`src/rtl/fifo_stream_pkg.sv`:
```
// Shared types for the FIFO drain stream stage: skid buffer states and the beat layout.
package fifo_stream_pkg;

  localparam int DEF_BITS = 32;

  typedef enum logic [1:0] {ST_EMPTY, ST_ONE, ST_TWO} skid_state_t;

  typedef struct packed {
    logic                last;
    logic [DEF_BITS-1:0] data;
  } beat_t;

endpackage

```
`src/rtl/fifo_stream_out_if.sv`:
```
// FIFO pop side and valid/ready stream side of the drain stage, bundled as one interface.
interface fifo_stream_out_if
  import fifo_stream_pkg::*;
#(
  parameter int BITS = DEF_BITS
) ();

  logic            pndng;
  logic [BITS-1:0] fifo_dout;
  logic            pop;
  logic [BITS-1:0] m_data;
  logic            m_valid;
  logic            m_last;
  logic            m_ready;

  modport master (
    input  pndng, fifo_dout, m_ready,
    output pop, m_data, m_valid, m_last
  );

  modport slave (
    output pndng, fifo_dout, m_ready,
    input  pop, m_data, m_valid, m_last
  );

endinterface

```
`src/rtl/stream_skid_buf.sv`:
```
// Two-entry skid buffer: main register drives the stream, skid catches one extra word
// so the upstream pop never waits on downstream ready.
module stream_skid_buf
  import fifo_stream_pkg::*;
#(
  parameter int BITS = DEF_BITS
) (
  input  logic            clk,
  input  logic            rst,
  input  logic            in_valid,
  input  logic [BITS:0]   in_beat,
  output logic            space_ok,
  output logic [BITS-1:0] m_data,
  output logic            m_valid,
  output logic            m_last,
  input  logic            m_ready
);

  skid_state_t   r_state;
  logic [BITS:0] r_main;
  logic [BITS:0] r_skid;
  logic          r_valid;
  logic          w_xfer;

  assign w_xfer   = r_valid & m_ready;
  assign space_ok = (r_state != ST_TWO);
  assign m_valid  = r_valid;
  assign m_data   = r_main[BITS-1:0];
  assign m_last   = r_main[BITS];

  always_ff @(posedge clk) begin
    if (rst) begin
      r_state <= ST_EMPTY;
      r_main  <= '0;
      r_skid  <= '0;
      r_valid <= 1'b0;
    end else begin
      case (r_state)
        ST_EMPTY: begin
          if (in_valid) begin
            r_main  <= in_beat;
            r_valid <= 1'b1;
            r_state <= ST_ONE;
          end
        end
        ST_ONE: begin
          if (in_valid && !w_xfer) begin
            r_skid  <= in_beat;
            r_state <= ST_TWO;
          end else if (in_valid && w_xfer) begin
            r_main  <= in_beat;
          end else if (w_xfer) begin
            r_valid <= 1'b0;
            r_state <= ST_EMPTY;
          end
        end
        ST_TWO: begin
          // Upstream is stalled here, so only a downstream accept can move things.
          if (w_xfer) begin
            r_main  <= r_skid;
            r_state <= ST_ONE;
          end
        end
        default: begin
          r_valid <= 1'b0;
          r_state <= ST_EMPTY;
        end
      endcase
    end
  end

endmodule

```
`src/rtl/fifo_stream_out.sv`:
```
// FIFO drain stage: pops the FIFO into a registered valid/ready stream, tags burst-final
// beats with m_last and keeps accepted-word and completed-burst counters.
module fifo_stream_out
  import fifo_stream_pkg::*;
#(
  parameter int BITS      = DEF_BITS,
  parameter int BURST_LEN = 4,
  parameter int CNT_W     = 16
) (
  input  logic                 clk,
  input  logic                 rst,
  input  logic                 enable,
  fifo_stream_out_if.master    bus,
  output logic [CNT_W-1:0]     word_cnt,
  output logic [CNT_W-1:0]     burst_cnt
);

  localparam int               IDX_W    = (BURST_LEN > 1) ? $clog2(BURST_LEN) : 1;
  localparam logic [IDX_W-1:0] LAST_IDX = IDX_W'(BURST_LEN - 1);

  logic             w_space_ok;
  logic             w_pop;
  logic             w_tag_last;
  logic             w_xfer;
  logic [IDX_W-1:0] r_idx;
  logic [CNT_W-1:0] r_word_cnt;
  logic [CNT_W-1:0] r_burst_cnt;

  function automatic logic [CNT_W-1:0] sat_inc(input logic [CNT_W-1:0] v);
    return (&v) ? v : v + CNT_W'(1);
  endfunction

  // Pop depends only on registered buffer state, never on m_ready.
  assign w_pop      = enable & bus.pndng & w_space_ok & ~rst;
  assign w_tag_last = (r_idx == LAST_IDX);
  assign w_xfer     = bus.m_valid & bus.m_ready;
  assign bus.pop    = w_pop;
  assign word_cnt   = r_word_cnt;
  assign burst_cnt  = r_burst_cnt;

  stream_skid_buf #(
    .BITS (BITS)
  ) u_skid (
    .clk      (clk),
    .rst      (rst),
    .in_valid (w_pop),
    .in_beat  ({w_tag_last, bus.fifo_dout}),
    .space_ok (w_space_ok),
    .m_data   (bus.m_data),
    .m_valid  (bus.m_valid),
    .m_last   (bus.m_last),
    .m_ready  (bus.m_ready)
  );

  always_ff @(posedge clk) begin
    if (rst) begin
      r_idx       <= '0;
      r_word_cnt  <= '0;
      r_burst_cnt <= '0;
    end else begin
      if (w_pop) begin
        r_idx <= w_tag_last ? '0 : r_idx + IDX_W'(1);
      end
      if (w_xfer) begin
        r_word_cnt <= sat_inc(r_word_cnt);
        if (bus.m_last) begin
          r_burst_cnt <= r_burst_cnt + CNT_W'(1);
        end
      end
    end
  end

endmodule

```
`src/flat_wrapper.sv`:
```
// flat-port wrapper written by rule: the top's interface ports become plain ports
module fifo_stream_out_flat import fifo_stream_pkg::*;
#(
  parameter int BITS      = DEF_BITS,
  parameter int BURST_LEN = 4,
  parameter int CNT_W     = 16
)
  (clk, rst, enable, word_cnt, burst_cnt, bus_pndng, bus_fifo_dout, bus_m_ready, bus_pop, bus_m_data, bus_m_valid, bus_m_last);
  fifo_stream_out_if #(.BITS(BITS)) bus_i ();
  input  logic clk;
  input  logic rst;
  input  logic enable;
  output logic [CNT_W-1:0] word_cnt;
  output logic [CNT_W-1:0] burst_cnt;
  input wire logic [$bits(bus_i.pndng)-1:0] bus_pndng;
  input wire logic [$bits(bus_i.fifo_dout)-1:0] bus_fifo_dout;
  input wire logic [$bits(bus_i.m_ready)-1:0] bus_m_ready;
  output wire logic [$bits(bus_i.pop)-1:0] bus_pop;
  output wire logic [$bits(bus_i.m_data)-1:0] bus_m_data;
  output wire logic [$bits(bus_i.m_valid)-1:0] bus_m_valid;
  output wire logic [$bits(bus_i.m_last)-1:0] bus_m_last;
  assign bus_i.pndng = bus_pndng;
  assign bus_i.fifo_dout = bus_fifo_dout;
  assign bus_i.m_ready = bus_m_ready;
  assign bus_pop = bus_i.pop;
  assign bus_m_data = bus_i.m_data;
  assign bus_m_valid = bus_i.m_valid;
  assign bus_m_last = bus_i.m_last;
  fifo_stream_out #(.BITS(BITS), .BURST_LEN(BURST_LEN), .CNT_W(CNT_W)) u_core (.clk(clk), .rst(rst), .enable(enable), .bus(bus_i), .word_cnt(word_cnt), .burst_cnt(burst_cnt));
endmodule
```
`config.mk`:
```
export PLATFORM = sky130hd
export DESIGN_NAME = fifo_stream_out_flat
export DESIGN_NICKNAME = d
export VERILOG_FILES = /design/src/rtl/fifo_stream_pkg.sv /design/src/rtl/fifo_stream_out_if.sv /design/src/rtl/stream_skid_buf.sv /design/src/rtl/fifo_stream_out.sv /design/src/flat_wrapper.sv
export SDC_FILE = /design/constraint.sdc
export NUM_CORES = 1
export LEC_CHECK = 0
export ABC_CLOCK_PERIOD_IN_PS = 3880
export BUFFER_PORTS_ARGS = -buffer_cell sky130_fd_sc_hd__buf_2
export CAP_MARGIN = 20
export CORE_MARGIN = 2
export CORE_UTILIZATION = 57
export DETAILED_ROUTE_END_ITERATION = 12
export HOLD_SLACK_MARGIN = 0.03
export PLACE_DENSITY = 0.84
export SLEW_MARGIN = 20
export SYNTH_ARGS = -nofsm -noshare
export SYNTH_HDL_FRONTEND = slang
export SYNTH_SLANG_ARGS = --single-unit
```
`constraint.sdc`:
```
create_clock -name clk -period 3.88 [get_ports clk]
set_clock_uncertainty 0.1 [all_clocks]
set_input_delay 0 -clock clk [delete_from_list [all_inputs] [get_ports clk]]
set_output_delay 0 -clock clk [all_outputs]
set_load 0.005 [all_outputs]
```
After elaboration in Yosys (flattened, before gate mapping)

Cells that the tools add are included.

Register bits after elaboration: 103
Memories kept: 0
Bits in latches: 0
Memory bits (read-only): 0
Output and inout bits: 67
RAM bits: 0

Div/mod/pow operators: 0
Multiplexer cells: 17
Bitwise operators: 7
Add/subtract/negate cells: 3
Equality and inequality tests: 12
$lt $le $gt $ge: 0
Shifts and indexed selects: 0
Reductions and logical operators: 12
$mul: 0

Operators with widths:

| cell                                          | number |
|---|---|
| two-way mux 33 bit                            | 4 |
| case mux 33 bit (3 select lines)              | 1 |
| adder 16 x 1 -> 16 bit, second input constant | 2 |
| AND reduction 16 bit                          | 1 |
| != test 2 bit, second input constant          | 7 |
| two-way mux 2 bit                             | 6 |
| AND reduction 5 bit                           | 2 |
| != test 3 bit, second input constant          | 2 |
| case mux 2 bit (3 select lines)               | 1 |
| AND reduction 2 bit                           | 3 |
| AND 1 bit                                     | 4 |
| == test 2 bit, second input constant          | 2 |
| two-way mux 1 bit                             | 4 |
| AND reduction 4 bit                           | 1 |
| inverter 1 bit                                | 3 |
| case mux 1 bit (3 select lines)               | 1 |
| nonzero test 3 bit                            | 1 |
| adder 2 x 1 -> 2 bit, second input constant   | 1 |
| == test 2 x 1 -> 1 bit, second input constant | 1 |
| logical AND 1 bit                             | 2 |
| zero test 2 bit                               | 1 |
| zero test 1 bit                               | 1 |

Logic depth before layout (Yosys ltp)

Depth in word-level cells: 7
Mapped depth: 7
Depth with buffers taken out: 5

By module

From an unflattened synthesis, not the netlist that was laid out.

Cells, all modules: 511
Area total of the unflattened synthesis: 4,569.4 um2

Modules (own cells, without submodules):

| module          | instances | area an instance (um2) | cells an instance |
|---|---|---|---|
| stream_skid_buf | 1         | 2,920.3                | 316 |
| fifo_stream_out | 1         | 1,649.1                | 195 |

Least setup slack after synthesis

OpenSTA, ideal clock, no wires.

Path type: register -> register
From: register u_core.u_skid.r_valid, in the netlist u_core.u_skid.m_valid
To: register u_core.r_burst_cnt[15], in the netlist u_core.burst_cnt[15]
Required time: 3.657 ns
Data arrival time: 1.709 ns
Setup slack: 1.947 ns
Clock period less this slack: 1.933 ns
Buffers on the path: 1
Stages on the path, launching flop included: 6
Setup time: 0.123 ns
Cell sequence: dfxtp_1 > buf_2 > nand4_4 > nor4_1 > nor3b_1 > mux2_1

Cells in the longest elaborated chain, start to end: 2

RTL lines:

| item                          | RTL line              | source |
|---|---|---|
| start: declaration            | stream_skid_buf.sv:22 | `logic r_valid;` |
| start signal: assignment      | stream_skid_buf.sv:36 | `r_valid <= 1'b0;` |
| start signal: assignment      | stream_skid_buf.sv:42 | `r_valid <= 1'b1;` |
| start signal: assignment      | stream_skid_buf.sv:53 | `r_valid <= 1'b0;` |
| AND 1 bit                     | fifo_stream_out.sv:36 | `assign w_xfer = bus.m_valid & bus.m_ready;` |
| AND reduction 2 bit (no line) | -                     |  |
| end signal: assignment        | fifo_stream_out.sv:67 | `r_burst_cnt <= r_burst_cnt + CNT_W'(1);` |
| end: declaration              | fifo_stream_out.sv:27 | `logic [CNT_W-1:0] r_burst_cnt;` |

Every way passes these cells.
A chain may end at the register's enable or synchronous reset.

Worst setup path after layout

From: register u_core.u_skid.r_state[1]
To: register u_core.u_skid.r_skid[17]

Cells in the longest elaborated chain, start to end: 5
Elaborated cells between the ends (all ways): 6

RTL lines:

| item                              | RTL line              | source |
|---|---|---|
| start: declaration                | stream_skid_buf.sv:19 | `skid_state_t r_state;` |
| start signal: assignment          | stream_skid_buf.sv:33 | `r_state <= ST_EMPTY;` |
| start signal: assignment          | stream_skid_buf.sv:43 | `r_state <= ST_ONE;` |
| start signal: assignment          | stream_skid_buf.sv:49 | `r_state <= ST_TWO;` |
| != test 2 bit                     | stream_skid_buf.sv:26 | `assign space_ok = (r_state != ST_TWO);` |
| AND 1 bit (2 in series)           | fifo_stream_out.sv:34 | `assign w_pop = enable & bus.pndng & w_space_ok & ~rst;` |
| logical AND 1 bit                 | stream_skid_buf.sv:47 | `if (in_valid && !w_xfer) begin` |
| AND reduction 2 bit (no line) (*) | -                     |  |
| end signal: assignment            | stream_skid_buf.sv:48 | `r_skid <= in_beat;` |
| end: declaration                  | stream_skid_buf.sv:21 | `logic [BITS:0] r_skid;` |

Mark *: on every way between the ends. The rest lies on a longest branch, timed or not.

==> results by group <==
Outcome
  • Status: finished clean

STA
  • Final number of hold-violating endpoints: 0
  • Endpoints failing setup: 0
  • Final period utilization: 0.701
  • Worst-case setup margin in the final layout: 1.16 ns
  • Slew at the pin closest to its max-slew limit: 0.816 ns
  • Achievable clock frequency: 0.367 GHz
  • RSZ-0062 raised after global routing: false
  • Worst slew slack as a fraction of its limit: 0.456
  • Sum Neg Setup Slack: 0 ns
  • Final number of max-transition violations: 0
  • Shortest period the worst path allows: 2.72 ns
  • Hold WS: 0.0472 ns

Clocking
  • Number of buffers inserted during clock tree synthesis: 9
  • Bufs on Longest Clock Path: 2
  • Post-CTS Repair Setup Buffers: 0
  • Sink count of the clock tree: 103
  • Clock network latency to the later pin of the worst-skew pair: 0.37 ns
  • TritonCTS clock tree: done
  • Root cell of the clock tree: sky130_fd_sc_hd__clkbuf_8
  • Number of H-tree levels: 3
  • Post-cts repair resize count: 0
  • Clock edge transition at the registers on the reported setup and hold paths: 0.10 ns

Floorplanning
  • Width of the chip: 91.7 um
  • Number of placed I/O pins: 104
  • Die area: 8400 um^2
  • Initial Utilization: 0.598
  • Overall die height: 91.7 um
  • Number of core rows: 31
  • Area of the core: 7330 um^2

Final layout
  • Combined area of the multi-input logic cells: 2170 um^2
  • Final design instance area without fill: 5520 um^2
  • Non-filler cells in the finished layout: 769
  • NumNets Final: 705
  • Final antenna diode count: 0
  • Storage element area: 2060 um^2
  • Proportion of layout cells with a drive suffix above 1: 0.209
  • Fill cell instance count of the final layout: 541
  • Area Growth Syn to Fin: 26.0%

GRT
  • Number of global-route vias before repair: 3995
  • Number of antenna violations at the first check in global routing: 0
  • Wire length of the first global-routing pass: 17600 um
  • Remaining global-route overflow: 0
  • Maximum number of pins on one net before global-route repair: 86
  • Total routing resource utilization after global routing: 0.251

Logic synthesis
  • Dominant synthesized flop cell: sky130_fd_sc_hd__dfxtp_1
  • Sequential fraction of the synthesis area: 0.471
  • Yosys cell types: 49
  • Register bit count reported by yosys: 103
  • Net count after synthesis: 584
  • Post-synth design cell area: 4380 um^2
  • Number of flops mapped to enable cells by yosys: 0
  • YS warnings: 0
  • Async S/R FF share, synth: 0
  • Number of instances in the synthesized netlist: 544
  • Synthesized area per cell: 8.05 um^2

Drt
  • Routed len/inst: 13.5 um
  • Detailed router's first-iteration violation count: 224
  • Number of nets with antenna violations after detailed routing: 0
  • Vias: 4290
  • Total iterations of the first detailed-routing run: 5
  • Vias per Instance: 5.58
  • Total Wirelength: 10400 um
  • Remaining routing DRC violations: 0

Worst hold path
  • Path type of the worst min-delay path: in2reg
  • Hold Path Cell Cnt: 4
  • Hold endpoint: u_core.u_skid.r_state[1]
  • Launch instance of the worst min-delay path: bus_m_ready

Setup path
  • Arrival time reported for the critical path endpoint: 2.93 ns
  • Kind of cell adding the most delay to the critical path: simple AND/OR/NAND/NOR gates
  • Reg2Reg Capture Point: u_core.u_skid.r_skid[17]
  • Number of cells on the worst reg-to-reg path: 5
  • Cell breakdown of the critical path: nor4bb_1 -> and2_2 -> nand2_1 -> a21oi_1 -> dlygate4sd3_1
  • Start of the worst register-to-register path: u_core.u_skid.r_state[1]
  • Highest-delay cell along the critical path: sky130_fd_sc_hd__and2_2
  • Worst setup slack for register-to-register paths: 1.16 ns
  • Worst endpoint required time: 4.09 ns
  • Buffering stage count on the worst path with inverters included: 1
  • Maximum fanout encountered on the critical timing path: 33
  • Kind of end point of the critical path: flip-flop
  • Kind of launch point of the worst setup path: flip-flop
  • Type of the worst setup path: reg2reg
  • Max incr delay on CP: 0.67 ns

Power and ir drop
  • Internal power of the cells: 1.42 mW
  • P_leak: 2.21 nW
  • Switching power share of the total: 0.254
  • Clock network power share: 0.337
  • Switching component of the power: 486 uW
  • Combinational Power Share: 0.088
  • Total power per unit cell area: 346 nW/um^2
  • Worst VDD drop: 197 uV
  • Part of the total power dissipated in sequential elements: 0.576

Placement
  • Post-DP HPWL: 6640 um
  • Setup slack after placement: 1.44 ns
  • Placer's final routability congestion estimate: 0.776
  • Count of input and output buffers: 103
  • Placement Cell Area: 4900 um^2
  • # placed instances: 712

Job
  • Maxcap violations: 0
-- state kept, by name, indices dropped and copies added (netlist names) --
name and flops:
u_core.u_skid.r_main 33, u_core.u_skid.r_skid 33, u_core.u_skid.r_state 2, u_core.r_idx 2
u_core.u_skid.m_valid 1, u_core.burst_cnt 16, u_core.word_cnt 16
-- per-stage QoR --
stage | power, mW | utilization
3_3_place_gp | 1.26 | 0.669
2_1_floorplan | 1.20 | -
4_1_cts | 1.92 | 0.751
5_1_grt | 1.98 | 0.753
3_5_place_dp | 1.26 | 0.669
6_report | 1.91 | 0.753
-- how the worst max path moves through the flow --
stage | from | cells past startpoint | end | slack [ns]
final | u_core.u_skid.r_state[1] | 5 | u_core.u_skid.r_skid[17] | 1.16
after detailed placement | u_core.u_skid.m_valid | 4 | u_core.u_skid.r_skid[17] | 1.44
after CTS | u_core.u_skid.m_valid | 5 | u_core.u_skid.r_skid[17] | 0.89
after global placement | u_core.word_cnt[0] | 5 | u_core.word_cnt[1] | 1.58
after floorplan | u_core.u_skid.m_valid | 5 | u_core.burst_cnt[15] | 1.95
after global routing | u_core.u_skid.r_state[1] | 5 | u_core.u_skid.r_skid[17] | 0.88
-- cell type report --
class,count,area share
multi-input combinational,397,0.392
sequential,103,0.373
timing repair buffer,148,0.174
clock buffer,10,0.0249
tap,99,0.0224
clock inverter,6,0.00929
inverter,6,0.00408
-- tightest hold or removal path: stages --
cell                      delay, ns
sky130_fd_sc_hd__buf_2         0.20
sky130_fd_sc_hd__nand2_1       0.13
sky130_fd_sc_hd__nand2_1       0.08
sky130_fd_sc_hd__a21oi_1       0.06
-- per-layer routing --
layer  global-route usage  part of all wire  vias to the layer above  routed length, um
met4               0.0783             0.014                        0                151
met5                    0                 0                        -                  0
met1                0.327              0.45                     2027               4640
met2                0.435              0.49                      113               5120
met3               0.0312             0.049                       20                512
li1                     -                 -                     2130                  -
-- cell families after synthesis --
| group | count (synthesis) | share of synthesized area |
|---|---|---|
| and+or+nand+nor | 268 | 0.280 |
| AOI/OAI and AO/OA | 111 | 0.166 |
| DFF | 103 | 0.471 |
| buffers and inverters | 44 | 0.0428 |
| xor gates and xnor gates | 10 | 0.0200 |
| muxes | 5 | 0.0123 |
| adders and majority gates | 3 | 0.00857 |
-- power groups by stage --
stage | Combinational, mW | Sequential, mW | Clock, mW
6_report | 0.167 | 1.10 | 0.643
3_3_place_gp | 0.134 | 1.12 | 0
2_1_floorplan | 0.0807 | 1.12 | 0
5_1_grt | 0.186 | 1.10 | 0.690
3_5_place_dp | 0.138 | 1.12 | 0
4_1_cts | 0.166 | 1.10 | 0.653
-- what timing repair did --
item / in CTS / in global routing
setup endpoints to repair: 0 / 0
hold buffers: 41 / 0
hold endpoints to repair: 76 / 0
-- cells in the mapped netlist, types with 2 or more instances --
library cell,count,area share
sky130_fd_sc_hd__o21bai_1,2,0.0034
sky130_fd_sc_hd__buf_4,2,0.0034
sky130_fd_sc_hd__nand3_1,14,0.016
sky130_fd_sc_hd__nor3_1,5,0.0057
sky130_fd_sc_hd__xor2_1,6,0.012
sky130_fd_sc_hd__ha_1,3,0.0086
sky130_fd_sc_hd__o21ai_0,12,0.014
sky130_fd_sc_hd__and4_1,3,0.0060
sky130_fd_sc_hd__a21oi_1,52,0.059
sky130_fd_sc_hd__or3_1,9,0.013
sky130_fd_sc_hd__nor2_1,50,0.043
sky130_fd_sc_hd__xnor2_1,4,0.0080
sky130_fd_sc_hd__o31ai_1,6,0.010
sky130_fd_sc_hd__inv_1,6,0.0051
sky130_fd_sc_hd__dfxtp_1,103,0.47
sky130_fd_sc_hd__a311oi_1,33,0.066
sky130_fd_sc_hd__nor2b_1,5,0.0071
sky130_fd_sc_hd__mux2i_1,2,0.0046
sky130_fd_sc_hd__or4_1,4,0.0069
sky130_fd_sc_hd__and3_1,4,0.0057
sky130_fd_sc_hd__buf_2,12,0.014
sky130_fd_sc_hd__nand4_1,7,0.010
sky130_fd_sc_hd__nand2b_1,2,0.0029
sky130_fd_sc_hd__clkbuf_1,23,0.020
sky130_fd_sc_hd__mux2_2,2,0.0051
sky130_fd_sc_hd__nand2_1,149,0.13
sky130_fd_sc_hd__or4b_2,2,0.0046
-- cell usage in the layout (no fill, tap or decap), types with 3 or more instances in the layout --
cell type                       count
sky130_fd_sc_hd__o21ai_0           12
sky130_fd_sc_hd__or4_1              4
sky130_fd_sc_hd__buf_4              5
sky130_fd_sc_hd__nand2_1          148
sky130_fd_sc_hd__nand3_1           14
sky130_fd_sc_hd__nand4_1            7
sky130_fd_sc_hd__dlygate4sd3_1     41
sky130_fd_sc_hd__buf_2            102
sky130_fd_sc_hd__inv_6              4
sky130_fd_sc_hd__or3_1              9
sky130_fd_sc_hd__clkbuf_8          10
sky130_fd_sc_hd__ha_1               3
sky130_fd_sc_hd__nor3_1             5
sky130_fd_sc_hd__and4_1             3
sky130_fd_sc_hd__and3_1             4
sky130_fd_sc_hd__xnor2_1            4
sky130_fd_sc_hd__inv_1              6
sky130_fd_sc_hd__nor2b_1            4
sky130_fd_sc_hd__xor2_1             6
sky130_fd_sc_hd__a311oi_1          33
sky130_fd_sc_hd__o31ai_1            5
sky130_fd_sc_hd__nor2_1            50
sky130_fd_sc_hd__dfxtp_1          103
sky130_fd_sc_hd__a21oi_1           52
Note: power is estimated with default switching activity, not from simulation.
